===== config.mk =====
export PLATFORM = sky130hd
export DESIGN_NAME = im_prefetch_flat
export DESIGN_NICKNAME = d
export VERILOG_FILES = /design/src/rtl/im_prefetch_if.sv /design/src/rtl/im_prefetch.sv /design/src/flat_wrapper.sv
export SDC_FILE = /design/constraint.sdc
export NUM_CORES = 1
export LEC_CHECK = 0
export BUFFER_PORTS_ARGS = -buffer_cell sky130_fd_sc_hd__clkbuf_2
export CORE_UTILIZATION = 49
export CTS_CLUSTER_SIZE = 30
export DETAILED_ROUTE_END_ITERATION = 10
export PLACE_DENSITY_LB_ADDON = 0.1
export SLEW_MARGIN = 30
export SYNTH_ARGS = -nofsm -noshare
export SYNTH_HDL_FRONTEND = slang
export SYNTH_SLANG_ARGS = --single-unit

===== constraint.sdc =====
create_clock -name clk -period 2.6 [get_ports clk]
set_input_delay 0.13 -clock clk [delete_from_list [all_inputs] [get_ports clk]]
set_output_delay 0.13 -clock clk [all_outputs]
set_load 0.005 [all_outputs]

===== src/rtl/im_prefetch_if.sv =====
// Fetch-side bundle of the instruction prefetcher: SRAM read port plus CPU instruction stream.
// Latency: none, wires only.
// Backpressure: instr_ready from the CPU; the SRAM side has no stall.
// Ports: master = prefetch unit (drives IM_CEB/IM_A and the instr_* stream),
//        slave  = environment (SRAM data, CPU redirect and ready).
interface im_prefetch_if;
    logic        IM_CEB;
    logic [13:0] IM_A;
    logic [31:0] IM_DO;
    logic        redirect;
    logic [31:0] redirect_pc;
    logic        instr_valid;
    logic [31:0] instr;
    logic [31:0] instr_pc;
    logic        instr_ready;

    modport master (
        output IM_CEB, IM_A, instr_valid, instr, instr_pc,
        input  IM_DO, redirect, redirect_pc, instr_ready
    );

    modport slave (
        input  IM_CEB, IM_A, instr_valid, instr, instr_pc,
        output IM_DO, redirect, redirect_pc, instr_ready
    );
endinterface


===== src/rtl/im_prefetch.sv =====
// Sequential instruction prefetcher feeding a DEPTH-entry FIFO from a 1-cycle-latency SRAM.
// Latency: issue in N, data captured in N+1, instr_valid in N+2; redirect R -> first valid R+3.
// Backpressure: issues are credited against count+inflight, so the FIFO never overflows.
// Ports: clk, rst (sync, active-high); bus (im_prefetch_if.master): IM_CEB/IM_A/IM_DO to the
//        SRAM, redirect/redirect_pc from the CPU, instr_valid/instr/instr_pc/instr_ready stream.
module im_prefetch #(
    parameter int unsigned DEPTH    = 4,
    parameter logic [31:0] RESET_PC = 32'h0000_0000
) (
    input  logic          clk,
    input  logic          rst,
    im_prefetch_if.master bus
);
    localparam int unsigned PTR_W = $clog2(DEPTH);
    localparam int unsigned CNT_W = PTR_W + 1;
    localparam logic [CNT_W:0] DEPTH_OCC = (CNT_W + 1)'(DEPTH);

    typedef struct packed {
        logic [31:0] pc;
        logic [31:0] instr;
    } entry_t;

    logic [31:0]      fetch_pc_q,    fetch_pc_d;
    logic             inflight_q,    inflight_d;
    logic [31:0]      inflight_pc_q, inflight_pc_d;
    logic             stale_q,       stale_d;
    logic [PTR_W-1:0] rd_ptr_q,      rd_ptr_d;
    logic [PTR_W-1:0] wr_ptr_q,      wr_ptr_d;
    logic [CNT_W-1:0] count_q,       count_d;
    entry_t           mem_q [DEPTH];
    entry_t           mem_d [DEPTH];

    logic [CNT_W:0]   occ;
    logic             issue;
    logic             head_vld;
    logic             push;
    logic             pop;
    logic             unused_rpc_lsb;

    // Only the word address of a redirect target matters.
    assign unused_rpc_lsb = ^bus.redirect_pc[1:0];

    always_comb begin
        // Occupancy includes the read on the SRAM bus; a same-cycle pop earns no credit.
        occ      = {1'b0, count_q} + {{CNT_W{1'b0}}, inflight_q};
        issue    = !rst && !bus.redirect && (occ < DEPTH_OCC);
        head_vld = !rst && (count_q != '0);
        pop      = head_vld && bus.instr_ready && !bus.redirect;
        // Data returning in a redirect cycle belongs to the old path and is dropped here.
        push     = inflight_q && !stale_q && !bus.redirect && !rst;

        fetch_pc_d    = fetch_pc_q;
        inflight_d    = issue;
        inflight_pc_d = inflight_pc_q;
        // With a 1-cycle SRAM the drop always happens inside the redirect cycle,
        // so nothing ever needs to be marked stale.
        stale_d       = 1'b0;
        rd_ptr_d      = rd_ptr_q;
        wr_ptr_d      = wr_ptr_q;
        count_d       = count_q;
        mem_d         = mem_q;

        if (issue) begin
            fetch_pc_d    = fetch_pc_q + 32'd4;
            inflight_pc_d = fetch_pc_q;
        end

        if (push) begin
            mem_d[wr_ptr_q] = '{pc: inflight_pc_q, instr: bus.IM_DO};
            wr_ptr_d        = wr_ptr_q + PTR_W'(1);
        end
        if (pop) begin
            rd_ptr_d = rd_ptr_q + PTR_W'(1);
        end
        count_d = count_q + {{PTR_W{1'b0}}, push} - {{PTR_W{1'b0}}, pop};

        if (bus.redirect) begin
            fetch_pc_d = {bus.redirect_pc[31:2], 2'b00};
            rd_ptr_d   = '0;
            wr_ptr_d   = '0;
            count_d    = '0;
        end
    end

    always_ff @(posedge clk) begin
        // Storage needs no reset: an empty FIFO masks every entry.
        mem_q <= mem_d;
        if (rst) begin
            fetch_pc_q    <= RESET_PC;
            inflight_q    <= 1'b0;
            inflight_pc_q <= '0;
            stale_q       <= 1'b0;
            rd_ptr_q      <= '0;
            wr_ptr_q      <= '0;
            count_q       <= '0;
        end else begin
            fetch_pc_q    <= fetch_pc_d;
            inflight_q    <= inflight_d;
            inflight_pc_q <= inflight_pc_d;
            stale_q       <= stale_d;
            rd_ptr_q      <= rd_ptr_d;
            wr_ptr_q      <= wr_ptr_d;
            count_q       <= count_d;
        end
    end

    assign bus.IM_CEB      = !issue;
    assign bus.IM_A        = rst ? RESET_PC[15:2] : fetch_pc_q[15:2];
    assign bus.instr_valid = head_vld;
    assign bus.instr       = head_vld ? mem_q[rd_ptr_q].instr : '0;
    assign bus.instr_pc    = head_vld ? mem_q[rd_ptr_q].pc    : '0;
endmodule


===== src/flat_wrapper.sv =====
// flat-port wrapper written by rule: the top's interface ports become plain ports
module im_prefetch_flat 
#(
    parameter int unsigned DEPTH    = 4,
    parameter logic [31:0] RESET_PC = 32'h0000_0000
)
  (clk, rst, bus_IM_CEB, bus_IM_A, bus_instr_valid, bus_instr, bus_instr_pc, bus_IM_DO, bus_redirect, bus_redirect_pc, bus_instr_ready);
  im_prefetch_if bus_i ();
  input  logic clk;
  input  logic rst;
  output wire logic [$bits(bus_i.IM_CEB)-1:0] bus_IM_CEB;
  output wire logic [$bits(bus_i.IM_A)-1:0] bus_IM_A;
  output wire logic [$bits(bus_i.instr_valid)-1:0] bus_instr_valid;
  output wire logic [$bits(bus_i.instr)-1:0] bus_instr;
  output wire logic [$bits(bus_i.instr_pc)-1:0] bus_instr_pc;
  input wire logic [$bits(bus_i.IM_DO)-1:0] bus_IM_DO;
  input wire logic [$bits(bus_i.redirect)-1:0] bus_redirect;
  input wire logic [$bits(bus_i.redirect_pc)-1:0] bus_redirect_pc;
  input wire logic [$bits(bus_i.instr_ready)-1:0] bus_instr_ready;
  assign bus_IM_CEB = bus_i.IM_CEB;
  assign bus_IM_A = bus_i.IM_A;
  assign bus_instr_valid = bus_i.instr_valid;
  assign bus_instr = bus_i.instr;
  assign bus_instr_pc = bus_i.instr_pc;
  assign bus_i.IM_DO = bus_IM_DO;
  assign bus_i.redirect = bus_redirect;
  assign bus_i.redirect_pc = bus_redirect_pc;
  assign bus_i.instr_ready = bus_instr_ready;
  im_prefetch #(.DEPTH(DEPTH), .RESET_PC(RESET_PC)) u_core (.clk(clk), .rst(rst), .bus(bus_i));
endmodule

# == Word-level counts from Yosys, hierarchy flattened ==
# Cells that the tools add are included.
# Widths: inputs -> output; s select.
# classes
reduce_logical,14
n_mux,11
add_sub_neg,6
bitwise_logic,2
magnitude_cmp,4
# op_table
cell,n
$bwmux 256,1
$mux 64,3
$bmux 64 s2,1
$demux 64 s2,1
$mux 32,4
$add 32x3->32 const B,1
$mux 14,1
$logic_and 1x1->1,8
$ge 3x3->1 const B,2
$not 2->3,2
$add 2x1->2 const B,2
$add 3x1->4,1
$lt 4x3->1 const B,1
$add 3x1->3,1
$logic_not 1->1,3
$lt 3x1->1 const B,1
$reduce_bool 3->1,1
$sub 3x1->3,1
$reduce_bool 2->1,1
$reduce_or 2->1,1
# word_totals
register_bits,328
input_bits,68
out_inout_bits,80

# == Longest topological paths before layout ==
# Gate-level depths: netlist (run 1).
# depth
word_depth,6
depth_mapped,10
mapped_depth_nobuf,8

# == Least setup slack after synthesis (run 1) ==
# Ideal clock, no wire load.
# synth_timing
path_kind,in2reg
from,input bus_redirect
to,register u_core.mem_q[0] in the netlist's numbering (enable)
required_time_ps,2173
arrival_time_ps,2116
path_slack_ps,57
setup_time_ps,427
stages,3
path_cell_list,clkbuf_1 > nor2_1 > and3_1
# synth_between
elab_chain_cells,3
# synth_rtl
element,line_no,source
start: declaration,flat_wrapper.sv:17,input wire logic [$bits(bus_i.redirect)-1:0] bus_redirect;
$logic_not 1->1,im_prefetch.sv:50,push = inflight_q && !stale_q && !bus.redirect && !rst;
$logic_and 1x1->1 (2 in a row),im_prefetch.sv:50,
end signal: assignment,im_prefetch.sv:87,mem_q <= mem_d;
end: declaration,im_prefetch.sv:30,entry_t mem_q [DEPTH];
# No other way between the ends.
# A chain may end at the register's enable or synchronous reset.

# == Worst setup path in the final report (run 1) ==
# layout_timing
from,register u_core.count_q[2]
to,output bus_IM_CEB
# layout_between
elab_chain_cells,4
# layout_rtl
element,line_no,source
start: declaration,im_prefetch.sv:29,"logic [CNT_W-1:0] count_q, count_d;"
start signal: assignment,im_prefetch.sv:103,count_q <= count_d;
$add 3x1->4,im_prefetch.sv:45,"occ = {1'b0, count_q} + {{CNT_W{1'b0}}, inflight_q};"
$lt 4x3->1,im_prefetch.sv:46,issue = !rst && !bus.redirect && (occ < DEPTH_OCC);
$logic_and 1x1->1,im_prefetch.sv:46,
$logic_not 1->1,im_prefetch.sv:107,assign bus.IM_CEB = !issue;
end: declaration,flat_wrapper.sv:11,output wire logic [$bits(bus_i.IM_CEB)-1:0] bus_IM_CEB;
# No other way between the ends.

==> results of run 1 <==
==> registers in the layout, indices dropped and copies added (netlist names) <==
signal / cells
u_core.count_q: 3
u_core.fetch_pc_q: 30
u_core.inflight_pc_q: 30
u_core.inflight_q: 1
u_core.mem_q: 248
u_core.rd_ptr_q: 2
u_core.wr_ptr_q: 2
==> layer usage <==
metal	GRT usage (%)	part of all wire, %
met5	0	0
met2	33.18	49
met4	5.575	1.6
met1	26.61	44
met3	3.412	5.1
==> area by class of cell <==
cell class	instances	area, sq um
Timing Repair Buffer	228	1608
Multi-Input combinational cell	430	3581
Fill cell	1893	9578
Sequential cell	316	8816
Clock inverter	15	175.2
Clock buffer	46	969.7
Inverter	11	41.29
Tap cell	330	412.9
==> tightest hold or removal path: stages <==
cell      delay [ps]
clkbuf_2         160
nand2_1          110
a31oi_1           70
==> cells in the final DEF (no fill, tap or decap), drive strengths merged, types with 3 or more instances in the layout <==
cell type,netlist,final
a211oi,20,20
a21oi,33,33
a311oi,4,4
a31oi,3,3
and2,67,67
and3,8,8
and4,6,6
buf,12,22
bufinv,0,4
clkbuf,36,189
clkinv,0,10
dfxtp,68,68
dlygate4sd3,0,63
edfxtp,248,248
ha,8,8
inv,11,12
mux4,62,62
nand2,87,87
nand3,5,5
nand4,7,7
nor2,34,34
nor2b,13,13
nor3,5,5
nor4,12,12
o21ai,5,5
or3,5,5
or4,3,3
xnor2,20,20
xor2,5,5
==> path summary, 6_finish.rpt <==
check,startpoint,to,slack [ps],depth (start not counted)
worst min-delay path,bus_redirect,u_core.fetch_pc_q[12],30,3
worst min register to register,u_core.fetch_pc_q[23],u_core.inflight_pc_q[23],490,2
worst max register to register,u_core.count_q[1],u_core.fetch_pc_q[24],240,6
worst max-delay path,u_core.count_q[2],bus_IM_CEB,150,8
==> synth_stat cells, types with 2 or more instances <==
cell	n	area share [%]
a31oi_1	3	0.15
nor2b_1	13	0.65
inv_1	10	0.30
mux4_2	62	11
buf_4	4	0.24
nor3_1	5	0.20
clkbuf_1	35	1.0
nor2_1	34	1.0
and2_1	67	3.3
and3_1	8	0.40
or4_1	3	0.18
a211oi_1	20	1.2
xor2_1	5	0.35
nand2_1	87	2.6
buf_1	2	0.060
mux2i_1	2	0.16
buf_2	6	0.24
a21oi_1	33	1.3
nor4_1	12	0.60
o211ai_1	2	0.12
and4_1	6	0.42
dfxtp_1	68	11
nand3_1	5	0.20
xnor2_1	20	1.4
a311oi_1	4	0.28
edfxtp_1	248	59
nand4_1	7	0.35
or3_1	5	0.25
o21ai_0	5	0.20
ha_1	8	0.79
==> stage by stage <==
stage / utilization (%) / power, uW / setup WS, ps
finish: 61.96 / 10790 / 154.7
global route: 61.96 / 11170 / 1.228
CTS: 61.90 / 10920 / 70.74
detailed placement: 54.83 / 5981 / 252.4
global placement: 54.83 / 5965 / 346.1
floorplan: - / 5827 / 57.24
==> cell families after synthesis <==
group           count (synthesis)  synth area share (%)
compound gates                 73                 3.645
flops                         316                 69.92
other cells                     1               0.02977
fa+ha+maj                       9                0.9536
simple gates                  256                 10.43
xor+xnor                       25                 1.738
mux                            65                 11.33
buf+inv                        59                 1.947
==> power breakdown <==
| group | total (uW) | switching, uW | internal (uW) |
|---|---|---|---|
| combinational | 381 | 187 | 194 |
| sequential | 5570 | 74.8 | 5500 |
| clock | 4840 | 1830 | 3020 |
| total | 10800 | 2090 | 8710 |
==> what timing repair did <==
item | CTS | global route
gates cloned | 0 | 1
endpoints found under the hold margin | 157 | 0
resized for setup | 1 | 3
setup endpoints to repair | 1 | 1
buffers inserted | 0 | 0
hold buffers | 63 | 0
==> out/metrics.yaml, run 1 <==
cpLargestDelayFamily: "buffers and inverters"
cts_sinks: 316
drive_gt1_share_pct: 27.34
slew_headroom_pct: 44.92
ir_drop_mv: 0.4062
fin_area_sq_um: 15600
htreeDepth: 2
ys_types: 45
end_kind: "output port"
row_count: 58
antenna_found_initial: 0
clkTransAtPathRegs_ps: 60
root_buffer: "clkbuf_16"
hold_path.class: "primary input to flop"
ant_nets: 0
setup_viol: 0
crit_buf_inv: 4
drt_iter0_drc: 443
io_pins: 148
syn-cell-area_sq_um: 12600
dieArea_sq_um: 26350
numCtsBuffers: 34
viasPerCell: 5.383
cp.arrival_ps: 2320
areaGrowthSynthToFinish_pct: 23.87
syn_avg_cell_area_sq_um: 15.67
start_kind: "flop"
fin_nets: 1098
synth-edff-count: 248
final.setup.tns_ps: 0
ys.flop_type: "edfxtp_1"
grt_pass1_vias: 7663
core_area_sq_um: 25180
outcome: "complete, no violations"
ys_warn_count: 0
critPathRequiredTime_ps: 2470
initial_utilization_pct: 50.02
syn_inst: 804
wirelength_um: 25260
placed_cells: 1251
tightest_slew_ps: 825.1
skew_ps: 16.89
p_per_area_nw_per_um2: 691.8
clk_latency_ps: 500
period_share_pct: 94.05
die_h_um: 162.3
chipWidth_um: 162.3
ys_seq_area_share_pct: 69.92
whs_ps: 25.25
leakage_uw: 0.005423
crit_fanout: 31
routedWlPerCell_um: 18.36
fin_cells: 1376
grt_usage_pct: 19.78
grt_max_degree: 77
grt_overflow: 0
vias: 7407
port-buffer-count: 143
ys_ff_latch: 316
worstPathCellList: "ha_1 -> and4b_1 -> mux2i_2 -> buf_6 -> nor2_2 -> inv_1 -> buf_8 -> clkbuf_2"
place_congestion: 0.8769
dpl.hpwl_um: 15700
slowest_stage: "dfxtp_1"
cts_tree: "built"
fin_crit_ps: 2445
fmaxAchievable_ghz: 0.4089
slew_viol_final: 0
slowest_delay_ps: 430
grt_pass1_wl_um: 40370
crit_type: "flop to output port"
drv_cap: 0
remaining_drc_errors: 0
clock_path_buffers: 3
diodes: 0
drt_pre_antenna_iters: 5
dpl_cell_area_sq_um: 13810
synthArstFlopShare_pct: 0
hold_viol: 0
rsz0062_at_grt: "false"
Note: power is estimated with default switching activity, not from simulation.
==> inputs of run 2 (changes only) <==
Settings changed: SETUP_SLACK_MARGIN set to 0.4.
==> run 2 against run 1 <==
  * First-iteration DRC count is 9.5% higher
  * Count of clock-buffer cells in the layout is 7 lower
  * Global-route usage is 0.15 points higher
  * Clock power is 4.3% lower
  * Power is 1.8% lower
  * Via count is 2.5% higher
  * Clock skew is 7.7 ps lower
  * Routed wire length is 5.8% higher
  * Worst setup slack better by 280 ps
  * Sequential share of layout area is 1.4 points lower
  * Largest power group unchanged
==> out/metrics.yaml, run 2 (synthesis results as in run 1) <==
outcome: "complete, no violations"
critPathRequiredTime_ps: 3060  # +590 ps
period_share_pct: 83.41  # -11 points
die_h_um: 162.3  # unchanged
viasPerCell: 5.425  # +0.79%
dpl_cell_area_sq_um: 13860  # +0.40%
clk_latency_ps: 540  # +40 ps
startpoint: "u_core.count_q[1]"
hold_end: "u_core.fetch_pc_q[4]"
dpl.hpwl_um: 15750  # +0.36%
final_common_cell: "edfxtp_1"
drt_pre_antenna_iters: 4  # -1
grt_pass1_vias: 7732  # +0.90%
initial_utilization_pct: 50.02  # unchanged
holdCritStartpoint: "bus_redirect"
drive_gt1_share_pct: 31.43  # +4.1 points
slew_headroom_pct: 56.48  # +12 points
io_pins: 148  # unchanged
tightest_slew_ps: 652.8  # -172.2 ps
rr_worst_depth: 6  # unchanged
slowest_stage: "or4_4"
start_kind: "flop"
ir_drop_mv: 0.4358  # +7.3%
row_count: 58  # unchanged
port-buffer-count: 143  # unchanged
rsz0062_at_grt: "true"
worstPathCellList: "ha_4 -> and4b_1 -> mux2i_4 -> or4_4 -> or3_1 -> a311oi_1"
place_congestion: 0.8401  # -4.2%
final.setup.tns_ps: 0  # unchanged
largestRegisters: "u_core.mem_q x248, u_core.fetch_pc_q x30, u_core.inflight_pc_q x30"
core_area_sq_um: 25180  # unchanged
r2r-start: "u_core.count_q[1]"
remaining_drc_errors: 0  # unchanged
whs_ps: 38.00  # +12.76 ps
fin_crit_ps: 2169  # -276.7 ps
vias: 7590  # +2.5%
grt_pass1_wl_um: 40850  # +1.2%
final_cell_mix: "edfxtp_1 (248), clkbuf_2 (143), nand2_1 (86)"
slowest_delay_ps: 550  # +120 ps
dieArea_sq_um: 26350  # unchanged
numCtsBuffers: 31  # -8.8%
clock_path_buffers: 3  # unchanged
drt_iter0_drc: 485  # +9.5%
p_per_area_nw_per_um2: 662.4  # -4.3%
leakage_uw: 0.005612  # +3.5%
fill_cells: 1853  # -2.1%
crit_type: "flop to flop"
fin_nets: 1122  # +2.2%
cts_tree: "built"
htreeDepth: 1  # -1
fin_area_sq_um: 16010  # +2.6%
clkTransAtPathRegs_ps: 60  # about the same
areaGrowthSynthToFinish_pct: 27.07
grt_usage_pct: 19.93  # +0.15 points
root_buffer: "clkbuf_16"
hold_path.class: "primary input to flop"
end_kind: "flop"
fmaxAchievable_ghz: 0.4611  # +13%
largest-register: "u_core.mem_q"
grt_max_degree: 64  # -17%
hold_depth: 4  # +1
diodes: 0  # unchanged
wirelength_um: 26710  # +5.8%
multiInputGateArea_sq_um: 3667  # +2.4%
chipWidth_um: 162.3  # unchanged
slew_viol_final: 0  # unchanged
cp.arrival_ps: 2630  # +310 ps
r2r-end: "u_core.fetch_pc_q[24]"
largest_register_ffs: 248  # unchanged
routedWlPerCell_um: 19.10  # +4.0%
setup_viol: 0  # unchanged
antenna_found_initial: 0  # unchanged
grt_overflow: 0  # unchanged
r2r_slack_ps: 430  # +190 ps
crit_fanout: 4  # -87%
drv_cap: 0  # unchanged
ant_nets: 0  # unchanged
skew_ps: 9.145  # -7.742 ps
regArea_sq_um: 8827  # +0.13%
cts_sinks: 316  # unchanged
hold_viol: 0  # unchanged
run 2: cell types whose count changed in the layout (fill, tap and decap cells not counted), moves of 2 or more:
cell       previous run  this run
clkinv_1              6         2
buf_4                12        28
dfxtp_1              66        61
clkinv_4              1         3
clkbuf_16            37        35
clkinv_2              3         6
nor4_1               12        10
clkbuf_1              8         1
dfxtp_4               2         4
buf_12                7        10
dfxtp_2               0         3
clkbuf_8              1         7
buf_6                 1         5
run 2: final cells by class:
| type | instances | share of cell area, % |
|---|---|---|
| Tap cell | 330 | 2.580 |
| Multi-Input combinational cell | 430 | 22.91 |
| Timing Repair Buffer | 255 | 12.33 |
| Clock inverter | 18 | 1.305 |
| Inverter | 11 | 0.2580 |
| Clock buffer | 39 | 5.472 |
| Sequential cell | 316 | 55.15 |
run 2: worst max path at each step:
stage,end
after floorplan,u_core.fetch_pc_q[20]
after global placement,u_core.fetch_pc_q[31]
after detailed placement,u_core.fetch_pc_q[31]
after CTS,bus_IM_CEB
after global routing,u_core.fetch_pc_q[31]
final,u_core.fetch_pc_q[24]
run 2: per-stage QoR:
stage,std cells,util (%),setup slack (ps),power (uW)
2_1_floorplan,805,-,455.0,5827
3_3_place_gp,1256,55.05,242.4,5973
3_5_place_dp,1256,55.05,146.4,5989
4_1_cts,1387,62.66,384.0,10670
5_1_grt,1399,63.56,297.1,10920
6_report,1399,63.56,431.4,10600
run 2: per-layer routing:
layer | GRT usage (%) | share of wire [%] | vias to the layer above
met1 | 27.09 | 44 | 3783
met4 | 4.974 | 1.7 | 0
met5 | 0 | 0 | -
met3 | 3.387 | 5.7 | 40
li1 | - | - | 3529
met2 | 33.45 | 48 | 238
run 2: worst max-delay path, delay by kind of cell, from the launching register on:
| kind | cells | cell delay [ps] |
|---|---|---|
| AND/OR/NAND/NOR | 3 | 1180 |
| flip-flops | 1 | 370 |
| AO/OA/AOI/OAI | 1 | 240 |
| multiplexers | 1 | 120 |
| adder cells (fa/ha/maj) | 1 | 160 |
run 2: report_power, final:
| part | switching [uW] | internal (uW) | total [uW] | leakage [uW] |
|---|---|---|---|---|
| logic | 198 | 207 | 405 | 0.00225 |
| registers | 77.1 | 5490 | 5570 | 0.00282 |
| clock network | 1840 | 2780 | 4630 | 0.000538 |
| total | 2120 | 8480 | 10600 | 0.00561 |
run 2: timing repair:
action                     in CTS  in global routing
buffers inserted               10                  7
pin swaps                       5                  3
setup endpoints to repair      71                210
gates cloned                    1                  5
resized for setup              20                 12
hold endpoints to repair      165                  0
hold buffers                   63                  0
==> inputs of run 3 (changes only) <==
Clock period 2.6 ns to 1.77 ns, I/O delays scaled along.
==> run 3 against run 2 <==
  * First-iteration DRC count is 5.8% higher
  * Cell count is 6.9% higher
  * The flow now finishes with violations (setup timing)
  * Critical endpoint is now u_core.fetch_pc_q[16]
  * Fmax is 0.52% higher
  * Routed wire length is 14% higher
  * Critical path type unchanged
  * Register-to-register slack worse by 820 ps
  * Critical path depth is 1 higher
==> out/metrics.yaml, run 3 (synthesis results as in run 1) <==
outcome: "finished, violations left"
violations: "setup timing"
worstPathCellList: "ha_4 -> and4b_2 -> mux2i_4 -> buf_6 -> or3_4 -> or4_4 -> a31oi_1"
leakage_uw: 0.006440  # +15%
largest-register: "u_core.mem_q"
fin_nets: 1218  # +8.6%
grt_max_degree: 48  # -25%
vias: 8077  # +6.4%
ant_nets: 0  # unchanged
dpl_cell_area_sq_um: 14630  # +5.5%
clock_path_buffers: 3  # unchanged
grt_usage_pct: 21.94  # +2.0 points
final_common_cell: "edfxtp_1"
start_kind: "flop"
core_area_sq_um: 25180  # unchanged
routedWlPerCell_um: 20.37  # +6.7%
crit_fanout: 4  # unchanged
skew_ps: 22.30  # +13.15 ps
diodes: 0  # unchanged
rsz0062_at_grt: "true"
drive_gt1_share_pct: 47.47  # +16 points
cts_sinks: 316  # unchanged
grt_overflow: 0  # unchanged
drt_iter0_drc: 513  # +5.8%
end_kind: "flop"
cpLargestDelayFamily: "simple AND/OR/NAND/NOR gates"
grt_pass1_wl_um: 44300  # +8.4%
fin_area_sq_um: 17900  # +12%
drt_pre_antenna_iters: 5  # +1
dieArea_sq_um: 26350  # unchanged
slew_viol_final: 0  # unchanged
fin_crit_ps: 2157  # -11.18 ps
die_h_um: 162.3  # unchanged
dpl.hpwl_um: 17050  # +8.2%
largest_register_ffs: 248  # unchanged
remaining_drc_errors: 0  # unchanged
slowest_stage: "or4_4"
hold_viol: 0  # unchanged
port-buffer-count: 143  # unchanged
root_buffer: "clkbuf_16"
io_pins: 148  # unchanged
wirelength_um: 30450  # +14%
drv_cap: 0  # unchanged
ir_drop_mv: 0.8783  # +100%
fmaxAchievable_ghz: 0.4635  # +0.52%
final_cell_mix: "edfxtp_1 (248), clkbuf_2 (139), buf_4 (68)"
htreeDepth: 2  # +1
critPathRequiredTime_ps: 2200  # -860 ps
fill_cells: 1642  # -11%
crit_type: "flop to flop"
final.setup.tns_ps: -32510  # -32510 ps
hold_path.class: "primary input to flop"
clk_latency_ps: 510  # -30 ps
cts_tree: "built"
grt_pass1_vias: 8200  # +6.1%
p_per_area_nw_per_um2: 884.7  # +34%
initial_utilization_pct: 50.02  # unchanged
row_count: 58  # unchanged
largestRegisters: "u_core.mem_q x248, u_core.fetch_pc_q x30, u_core.inflight_pc_q x30"
final_core_util_pct: 71.07  # +7.5 points
crit_buf_inv: 1  # +1
numCtsBuffers: 35  # +13%
areaGrowthSynthToFinish_pct: 42.06
cp.arrival_ps: 2590  # -40 ps
setup_viol: 127  # +127
viasPerCell: 5.403  # -0.42%
place_congestion: 0.8202  # -2.4%
slowest_delay_ps: 480  # -70 ps
chipWidth_um: 162.3  # unchanged
worst_slack_ps: -387.4  # -818.8 ps
period_share_pct: 121.9  # +38 points
antenna_found_initial: 0  # unchanged
clkTransAtPathRegs_ps: 60  # about the same
[run 3: changes by cell type in the layout (fill, tap and decap cells not counted), moves of 9 or more]
| cell | delta |
|---|---|
| buf_6 | +26 |
| nand2_1 | -33 |
| and2_1 | -23 |
| nor4_4 | +10 |
| nand2_2 | +19 |
| a21oi_2 | +21 |
| and2_4 | +23 |
| a21oi_1 | -21 |
| nor4_1 | -10 |
| buf_4 | +40 |
| nand2_4 | +14 |
| buf_12 | +14 |
| buf_16 | +9 |
[run 3: worst min-delay path, delay by kind of cell]
kind	cells	cell delay [ps]
AND/OR/NAND/NOR	1	80
buffers and inverters	2	270
AO/OA/AOI/OAI	1	50
[run 3: routing by layer]
| layer | vias up | GRT usage [%] | part of all wire, % |
|---|---|---|---|
| li1 | 3744 | - | - |
| met1 | 4082 | 29.51 | 43 |
| met2 | 215 | 37.72 | 52 |
| met3 | 36 | 3.438 | 4.4 |
| met4 | 0 | 4.760 | 1.3 |
| met5 | - | 0 | 0 |
[run 3: power breakdown]
| part | switching (uW) | total [uW] | internal (uW) |
|---|---|---|---|
| clock | 2740 | 6770 | 4030 |
| sequential | 79.5 | 8150 | 8070 |
| combinational | 438 | 910 | 471 |
| total | 3260 | 15800 | 12600 |
[run 3: path summary, 6_finish.rpt]
path | from | to | slack (ps) | cells past startpoint
setup / recovery | u_core.count_q[2] | u_core.fetch_pc_q[16] | -390 | 7
hold / removal | bus_redirect | u_core.fetch_pc_q[2] | 10 | 4
hold reg to reg | u_core.inflight_pc_q[7] | u_core.inflight_pc_q[7] | 500 | 2
setup reg to reg | u_core.count_q[2] | u_core.fetch_pc_q[16] | -390 | 7
[run 3: layout make-up]
type	count	area (sq um)	share of cell area (%)
Clock buffer	42	932.1	5.209
Clock inverter	19	142.6	0.7970
Inverter	11	46.29	0.2587
Multi-Input combinational cell	430	4298	24.02
Sequential cell	316	8845	49.42
Tap cell	330	412.9	2.307
Timing Repair Buffer	347	3219	17.99
[run 3: repair_timing]
| action | in CTS | in global routing |
|---|---|---|
| pin swaps | 63 | 56 |
| gates resized for setup | 107 | 104 |
| buffers inserted | 21 | 19 |
| hold buffers | 61 | 0 |
| cloned | 9 | 9 |
| endpoints found under the hold margin | 157 | 0 |
| setup endpoints to repair | 144 | 210 |
[run 3: per-stage QoR]
stage	hold WS (ps)	cells	worst slack [ps]	total power, uW
after global routing	40.63	1495	-435.0	16320
after floorplan	187.4	805	-325.1	8584
after global placement	301.6	1315	-368.4	8878
after CTS	12.85	1467	-389.2	15840
final	14.36	1495	-387.4	15830
after detailed placement	311.3	1315	-448.5	8905
